### config.mk
export PLATFORM = sky130hd
export DESIGN_NAME = mul_share_arbiter
export DESIGN_NICKNAME = d
export VERILOG_FILES = /design/src/rtl/mul_share_arbiter.sv
export SDC_FILE = /design/constraint.sdc
export NUM_CORES = 2
export LEC_CHECK = 0
export CAP_MARGIN = 5
export CORE_MARGIN = 4
export CORE_UTILIZATION = 35
export CTS_CLUSTER_SIZE = 8
export DETAILED_ROUTE_END_ITERATION = 7
export PLACE_DENSITY = 0.48
export SYNTH_ARGS = -nofsm -noshare
export SYNTH_HDL_FRONTEND = slang
export SYNTH_SLANG_ARGS = --single-unit
### constraint.sdc
create_clock -name clk -period 17.1 [get_ports clk]
set_input_delay 1.71 -clock clk [delete_from_list [all_inputs] [get_ports clk]]
set_output_delay 1.71 -clock clk [all_outputs]
set_load 0.01 [all_outputs]
### src/rtl/mul_share_arbiter.sv
// mul_share_arbiter: two clients share one unsigned 32x32->64 multiplier.
// Each client has a valid/ready request channel and a valid/ready response channel.
// The pipeline has two stages: S1 registers the operands and S2 holds each port's result.
// Optional macro MUL_ARB_STATS_EN builds saturating per-port grant counters.
// When the macro is not defined, both counters read 0.
module mul_share_arbiter #(
    parameter int unsigned STAT_WIDTH = 16
) (
    input  logic                  clk,
    input  logic                  reset,
    input  logic                  req0_valid,
    output logic                  req0_ready,
    input  logic [31:0]           req0_a,
    input  logic [31:0]           req0_b,
    input  logic                  req1_valid,
    output logic                  req1_ready,
    input  logic [31:0]           req1_a,
    input  logic [31:0]           req1_b,
    output logic                  rsp0_valid,
    input  logic                  rsp0_ready,
    output logic [63:0]           rsp0_r,
    output logic                  rsp1_valid,
    input  logic                  rsp1_ready,
    output logic [63:0]           rsp1_r,
    output logic [STAT_WIDTH-1:0] grant_count0,
    output logic [STAT_WIDTH-1:0] grant_count1
);

    logic        op_valid_q, op_id_q, last_grant_q;
    logic [31:0] op_a_q, op_b_q;
    logic        rsp0_valid_q, rsp1_valid_q;
    logic [63:0] rsp0_r_q, rsp1_r_q;

    logic        elig0, elig1, grant0, grant1;
    logic        land0, land1;
    logic        rsp0_valid_d, rsp1_valid_d;
    logic [63:0] rsp0_r_d, rsp1_r_d;
    logic [31:0] pp_ll, pp_lh, pp_hl, pp_hh;
    logic [63:0] product;

    // Eligibility and round-robin grant; a port is blocked while its previous op sits in S1
    // or while its result slot is full and not draining this cycle.
    always_comb begin
        elig0  = req0_valid & ~(op_valid_q & ~op_id_q) & (~rsp0_valid_q | rsp0_ready);
        elig1  = req1_valid & ~(op_valid_q & op_id_q) & (~rsp1_valid_q | rsp1_ready);
        grant0 = elig0 & (~elig1 | last_grant_q);
        grant1 = elig1 & (~elig0 | ~last_grant_q);
    end

    assign req0_ready = grant0;
    assign req1_ready = grant1;

    // Shared multiplier formed from four 16x16 partial products.
    always_comb begin
        pp_ll   = {16'b0, op_a_q[15:0]}  * {16'b0, op_b_q[15:0]};
        pp_lh   = {16'b0, op_a_q[15:0]}  * {16'b0, op_b_q[31:16]};
        pp_hl   = {16'b0, op_a_q[31:16]} * {16'b0, op_b_q[15:0]};
        pp_hh   = {16'b0, op_a_q[31:16]} * {16'b0, op_b_q[31:16]};
        product = {32'b0, pp_ll} + {16'b0, pp_lh, 16'b0} + {16'b0, pp_hl, 16'b0}
                + {pp_hh, 32'b0};
    end

    // Result-slot next state; a landing product overrides a same-edge drain.
    always_comb begin
        land0        = op_valid_q & ~op_id_q;
        land1        = op_valid_q & op_id_q;
        rsp0_valid_d = land0 | (rsp0_valid_q & ~rsp0_ready);
        rsp1_valid_d = land1 | (rsp1_valid_q & ~rsp1_ready);
        rsp0_r_d     = land0 ? product : rsp0_r_q;
        rsp1_r_d     = land1 ? product : rsp1_r_q;
    end

    // S1 operand stage and round-robin pointer.
    always_ff @(posedge clk) begin
        if (reset) begin
            op_valid_q   <= 1'b0;
            op_id_q      <= 1'b0;
            op_a_q       <= '0;
            op_b_q       <= '0;
            last_grant_q <= 1'b1;
        end else begin
            op_valid_q <= grant0 | grant1;
            if (grant0 | grant1) begin
                op_id_q      <= grant1;
                op_a_q       <= grant1 ? req1_a : req0_a;
                op_b_q       <= grant1 ? req1_b : req0_b;
                last_grant_q <= grant1;
            end
        end
    end

    // S2 per-port result registers.
    always_ff @(posedge clk) begin
        if (reset) begin
            rsp0_valid_q <= 1'b0;
            rsp1_valid_q <= 1'b0;
            rsp0_r_q     <= '0;
            rsp1_r_q     <= '0;
        end else begin
            rsp0_valid_q <= rsp0_valid_d;
            rsp1_valid_q <= rsp1_valid_d;
            rsp0_r_q     <= rsp0_r_d;
            rsp1_r_q     <= rsp1_r_d;
        end
    end

    assign rsp0_valid = rsp0_valid_q;
    assign rsp1_valid = rsp1_valid_q;
    assign rsp0_r     = rsp0_r_q;
    assign rsp1_r     = rsp1_r_q;

`ifdef MUL_ARB_STATS_EN
    logic [STAT_WIDTH-1:0] grant_count0_q, grant_count1_q;

    // Saturating grant counters.
    always_ff @(posedge clk) begin
        if (reset) begin
            grant_count0_q <= '0;
            grant_count1_q <= '0;
        end else begin
            if (grant0 && (grant_count0_q != '1)) grant_count0_q <= grant_count0_q + STAT_WIDTH'(1);
            if (grant1 && (grant_count1_q != '1)) grant_count1_q <= grant_count1_q + STAT_WIDTH'(1);
        end
    end

    assign grant_count0 = grant_count0_q;
    assign grant_count1 = grant_count1_q;
`else
    assign grant_count0 = '0;
    assign grant_count1 = '0;
`endif

endmodule

**Word-level counts from Yosys, hierarchy flattened**

Index checks and enable logic that the tools add are counted.
W data, S select, Z words.

- Latch bits: 0
- Logic and storage cells: 45
- Memory bits (writable): 0
- Bits in registers: 197
- Output and inout port bits: 164
- Bits in read-only memories: 0
- Memories kept: 0
- Input port bits: 134

- Magnitude comparators: 0
- Multipliers: 4
- Shift-type cells: 0
- Divide/modulo/power cells: 0
- Muxes and demuxes: 2
- Reductions and logical operators: 0
- Eq/ne operators: 0
- Add/subtract/negate cells: 3
- Bitwise logic cells: 27

Operator list:

| kind | number |
|---|---|
| $mul A16 B16 Y32 | 4 |
| $add A50 B64 Y64 | 1 |
| $mux W32 | 2 |
| $add A49 B48 Y50 | 1 |
| $add A32 B48 Y49 | 1 |
| $and A1 B1 Y1 | 10 |
| $not A1 Y1 | 10 |
| $or A1 B1 Y1 | 7 |

**Logic depth before layout (Yosys ltp)**

- Word-level depth: 9
- Gate-level depth with buffers: 44
- Gate-level depth less buffers: 42

**Worst setup path before layout**

No wires, ideal clock.

- Kind: reg-to-reg
- From: register op_a_q[30]
- To: register rsp0_r_q[57] (netlist: rsp0_r[57])
- Stages on the path, launching flop included: 40
- Path buffers: 2
- Data required time: 16.967 ns
- Data arrival time: 9.576 ns
- Clock period less this slack: 9.708 ns
- Path slack: 7.392 ns
- Library setup time: 0.133 ns
- Cell sequence: dfxtp_1 clkbuf_1 nand2_1 fa_1 fa_1 inv_1 fa_1 fa_1 fa_1 inv_1 fa_1 inv_1 ha_1 a21o_1 a21o_1 a21o_1 a31oi_1 o21ai_1 [4 not listed] xnor2_1 ha_1 ha_1 fa_1 ha_1 ha_1 ha_1 clkbuf_1 a21oi_1 o21bai_1 a21o_1 a21o_1 a211oi_1 o21ai_0 o211ai_4 nor2_1 xnor2_1 a21oi_1

- Cells in the longest elaborated chain, start to end: 3
- Elaborated cells on any way between the ends: 4
- Classes of those cells: add/sub (2); mul (2)

Ends and longest elaborated chain:

| element | RTL line | text |
|---|---|---|
| from (decl) | 30 | `logic [31:0] op_a_q, op_b_q;` |
| from (signal assigned) | 85 | `op_a_q <= grant1 ? req1_a : req0_a;` |
| $mul A16 B16 Y32 | 57 | `pp_hl = {16'b0, op_a_q[31:16]} * {16'b0, op_b_q[15:0]};` |
| $add A49 B48 Y50 | 59 | `product = {32'b0, pp_ll} + {16'b0, pp_lh, 16'b0} + {16'b0, pp_hl, 16'b0}` |
| $add A50 B64 Y64 (*) | 60 | `+ {pp_hh, 32'b0};` |
| to (signal assigned) | 102 | `rsp0_r_q <= rsp0_r_d;` |
| to (decl) | 32 | `logic [63:0] rsp0_r_q, rsp1_r_q;` |

Every way passes the cells marked *; elsewhere a longest branch is shown, timed or not.
A chain may end at the register's enable or synchronous reset.

**Worst setup path in the final report**

- From: register op_a_q[8]
- To: register rsp0_r_q[56] (netlist: rsp0_r[56])

- Cells in the longest elaborated chain, start to end: 4
- Elaborated cells on any way between the ends: 5
- Classes of those cells: add/sub (3); mul (2)

Ends and longest elaborated chain:

| element | RTL line |
|---|---|
| $mul A16 B16 Y32 (on tied branches) | 55, 56 |
| $add A32 B48 Y49 (*) | 59 |
| $add A49 B48 Y50 (*) | 59 |
| $add A50 B64 Y64 (*) | 60 |

Marked as above.

==> results.sh <==
export IMPL_cts_tree="yes"
export IMPL_ys_ff_latch=197
export IMPL_die_h_um=370
export IMPL_r2r_setup_slack_ps=5900
export IMPL_cp_startpoint="op_a_q[8]"
export IMPL_track_usage=0.216
export IMPL_io_pins=298
export IMPL_std_cell_rows=132
export IMPL_rr_worst_depth=36
export IMPL_routedWlPerCell_um=19.9
export IMPL_crit_fanout=33
export IMPL_crit_type="reg2reg"
export IMPL_start_util=0.354
export IMPL_fp_dieW_um=370
export IMPL_firstDrtPassIters=6
export IMPL_synth_compound_area_share=0.0886
export IMPL_dieArea_mm2=0.137
export IMPL_fin_skew_ps=41.6
export IMPL_vias_per_cell=4.92
export IMPL_clkLatencyLatePin_ps=540
export IMPL_synth_xor_area_share=0.0255
export IMPL_cp_slowest_cell="dfxtp_2"
export IMPL_yosysWarnings=0
export IMPL_cts_sinks=197
export IMPL_r2r_end="rsp0_r[56]"
export IMPL_critPathRequiredTime_ps=17470
export IMPL_yosysMostFrequentCell="inv_1"
export IMPL_drive_above_1_share=0.0295
export IMPL_fin_tns_setup_ps=0
export IMPL_dp_hpwl_um=108000
export IMPL_synthMuxAreaShare=0.000245
export IMPL_cts_resized_gates=0
export IMPL_period_needed_ps=11200
export IMPL_path_clk_slew_ps=100
export IMPL_grt_overflow_total=0
export IMPL_coreArea_mm2=0.130
export IMPL_drc=0
export IMPL_min_from="rsp1_r[45]"
export IMPL_slew_violations=0
export IMPL_utilization=0.390
export IMPL_critPathMaxStageDelay_ps=1000
export IMPL_holdBufCountCts=0
export IMPL_yosysTopAreaCellShare=0.359
export IMPL_grt_pass1_wl_um=228000
export IMPL_htree_levels=4
export IMPL_syn_avg_cell_area_um2=8.52
export IMPL_path_buf_inv=4
export IMPL_yosys_area_share_simple=0.174
export IMPL_synthFlopType="dfxtp_1"
export IMPL_root_buffer="clkbuf_16"
export IMPL_yosys_area_top_type="fa_1"
export IMPL_synth_top_family_by_area="adder cells"
export IMPL_cp_top_family="adder cells"
export IMPL_hold_viol_final=0
export IMPL_antenna_found_initial=2
export IMPL_status="completed"
export IMPL_synthDistinctLibCells=90
export IMPL_drt_iter0_drc=1922
export IMPL_syn_area_mm2=0.0459
export IMPL_regToRegStartpoint="op_a_q[8]"
export IMPL_fin_crit_sh=0.655
export IMPL_tightest_slew_ps=1170
export IMPL_seq_area_frac_synth=0.0859
export IMPL_antenna_left=0
export IMPL_cp_end_kind="flop"
export IMPL_fin_nets=6966
export IMPL_cp_num_cells=36
export IMPL_power_leakage_uw=0.0246
export IMPL_place_congestion=0.835
export IMPL_rsz0062_at_grt="no"
export IMPL_timing_fmax_mhz=89.3
export IMPL_async_flop_share=0
export IMPL_worst_ep_arrival_time_ps=11580
export IMPL_synth_area_top_cells="fa_1 (36%), ha_1 (16%), dfxtp_1 (8.6%)"
export IMPL_hold_class="reg2reg"
export IMPL_wirelength_um=144000
export IMPL_synthAdderAreaFrac=0.515
export IMPL_drv_cap=0
export IMPL_syn_inst=5386
export IMPL_synthTopCellsByCount="inv_1 (993), nand2_1 (987), fa_1 (822)"
export IMPL_port_buffers=265
export IMPL_synth_edf_count=0
export IMPL_start_kind="flop"
export IMPL_cpMostUsedCell="fa_1"
export IMPL_cts_setup_buffers=0
export IMPL_peakVddDrop_mv=0.348
export IMPL_area_delta_synth_final_pct=10.3
export IMPL_grt_max_degree=87
export IMPL_numCtsBuffers=17
export IMPL_vias=35424
export IMPL_clk_path_buf_depth=2
export IMPL_slew_headroom=0.218
export IMPL_pwr_density_cell_mw_per_mm2=202
export IMPL_endpoint="rsp0_r[56]"
export IMPL_setup_viol=0
export IMPL_first_global_vias=37438
==> area by class of cell <==
class	instances	area, um2
Antenna cell	4	10.0
Sequential cell	197	3960
Inverter	993	3730
Tap cell	1742	2180
Multi-Input combinational cell	3903	37000
Clock inverter	15	211
Timing Repair Buffer	326	3110
Clock buffer	17	425
Fill cell	13522	79200
==> worst reg2reg max path: cells and delay by family, from the launching register on <==
family	cells	cell delay, ps
fa+ha+maj	13	5260
compound gates	13	3530
flops	1	1000
simple gates	4	630
xor+xnor	2	380
buf+inv	4	270
==> layout by cell type (no fill, tap or decap), types with 32 or more instances in the layout <==
master | Yosys | final
a21o_1 | 63 | 63
a21oi_1 | 215 | 215
a311oi_1 | 66 | 66
and2_1 | 424 | 423
buf_4 | 32 | 61
clkdlybuf4s50_1 | 0 | 264
conb_1 | 1 | 32
dfxtp_1 | 197 | 184
fa_1 | 822 | 822
ha_1 | 572 | 572
inv_1 | 993 | 992
nand2_1 | 987 | 985
nand3_1 | 46 | 46
nor2_1 | 176 | 176
o21ai_0 | 73 | 73
xnor2_1 | 97 | 97
xor2_1 | 33 | 33
==> metrics by stage <==
stage          hold slack (ps)  worst slack [ps]  power, uW  cells  area (um2)
3_5_place_dp               447              5950       9720   7161       50000
3_3_place_gp               440              6020       9770   7161       50000
5_1_grt                    477              5340      11300   7193       50600
2_1_floorplan              479              7390       6510   5417       46000
4_1_cts                    461              5890      10300   7193       50600
6_report                   458              5900      10200   7197       50600
==> worst min-delay path by stage <==
stage	to	slack [ps]	cells past startpoint
final	rsp1_r[45]	460	2
after CTS	rsp0_r[23]	460	2
after detailed placement	rsp0_r[23]	450	2
after global routing	rsp1_r[45]	480	2
after floorplan	last_grant_q	480	2
after global placement	rsp1_r[6]	440	2
==> state kept, by name, summed over array words and instances, names as in the netlist <==
| signal | flops |
|---|---|
| op_id_q | 1 |
| op_b_q | 32 |
| rsp0_valid | 1 |
| rsp0_r | 64 |
| op_a_q | 32 |
| rsp1_valid | 1 |
| rsp1_r | 64 |
| op_valid_q | 1 |
| last_grant_q | 1 |
==> routing by layer <==
metal	part of all wire	GRT usage	up-vias
met3	0.055	0.0366	78
met2	0.44	0.335	784
met5	0.00012	0	-
met4	0.013	0.0336	2
li1	-	-	16595
met1	0.49	0.320	17965
==> cells by family after synthesis <==
kind of cell | Yosys count
buf+inv | 1317
mux | 1
xor+xnor | 132
simple gates | 1743
fa+ha+maj | 1394
compound gates | 601
other cells | 1
flops | 197
==> report_power, final <==
| group | internal [uW] | switching, uW | total (uW) |
|---|---|---|---|
| clock | 204 | 257 | 461 |
| combinational | 3290 | 5840 | 9130 |
| sequential | 548 | 94.3 | 642 |
| total | 4040 | 6190 | 10200 |
No activity file was read; power rests on OpenSTA's default activity.
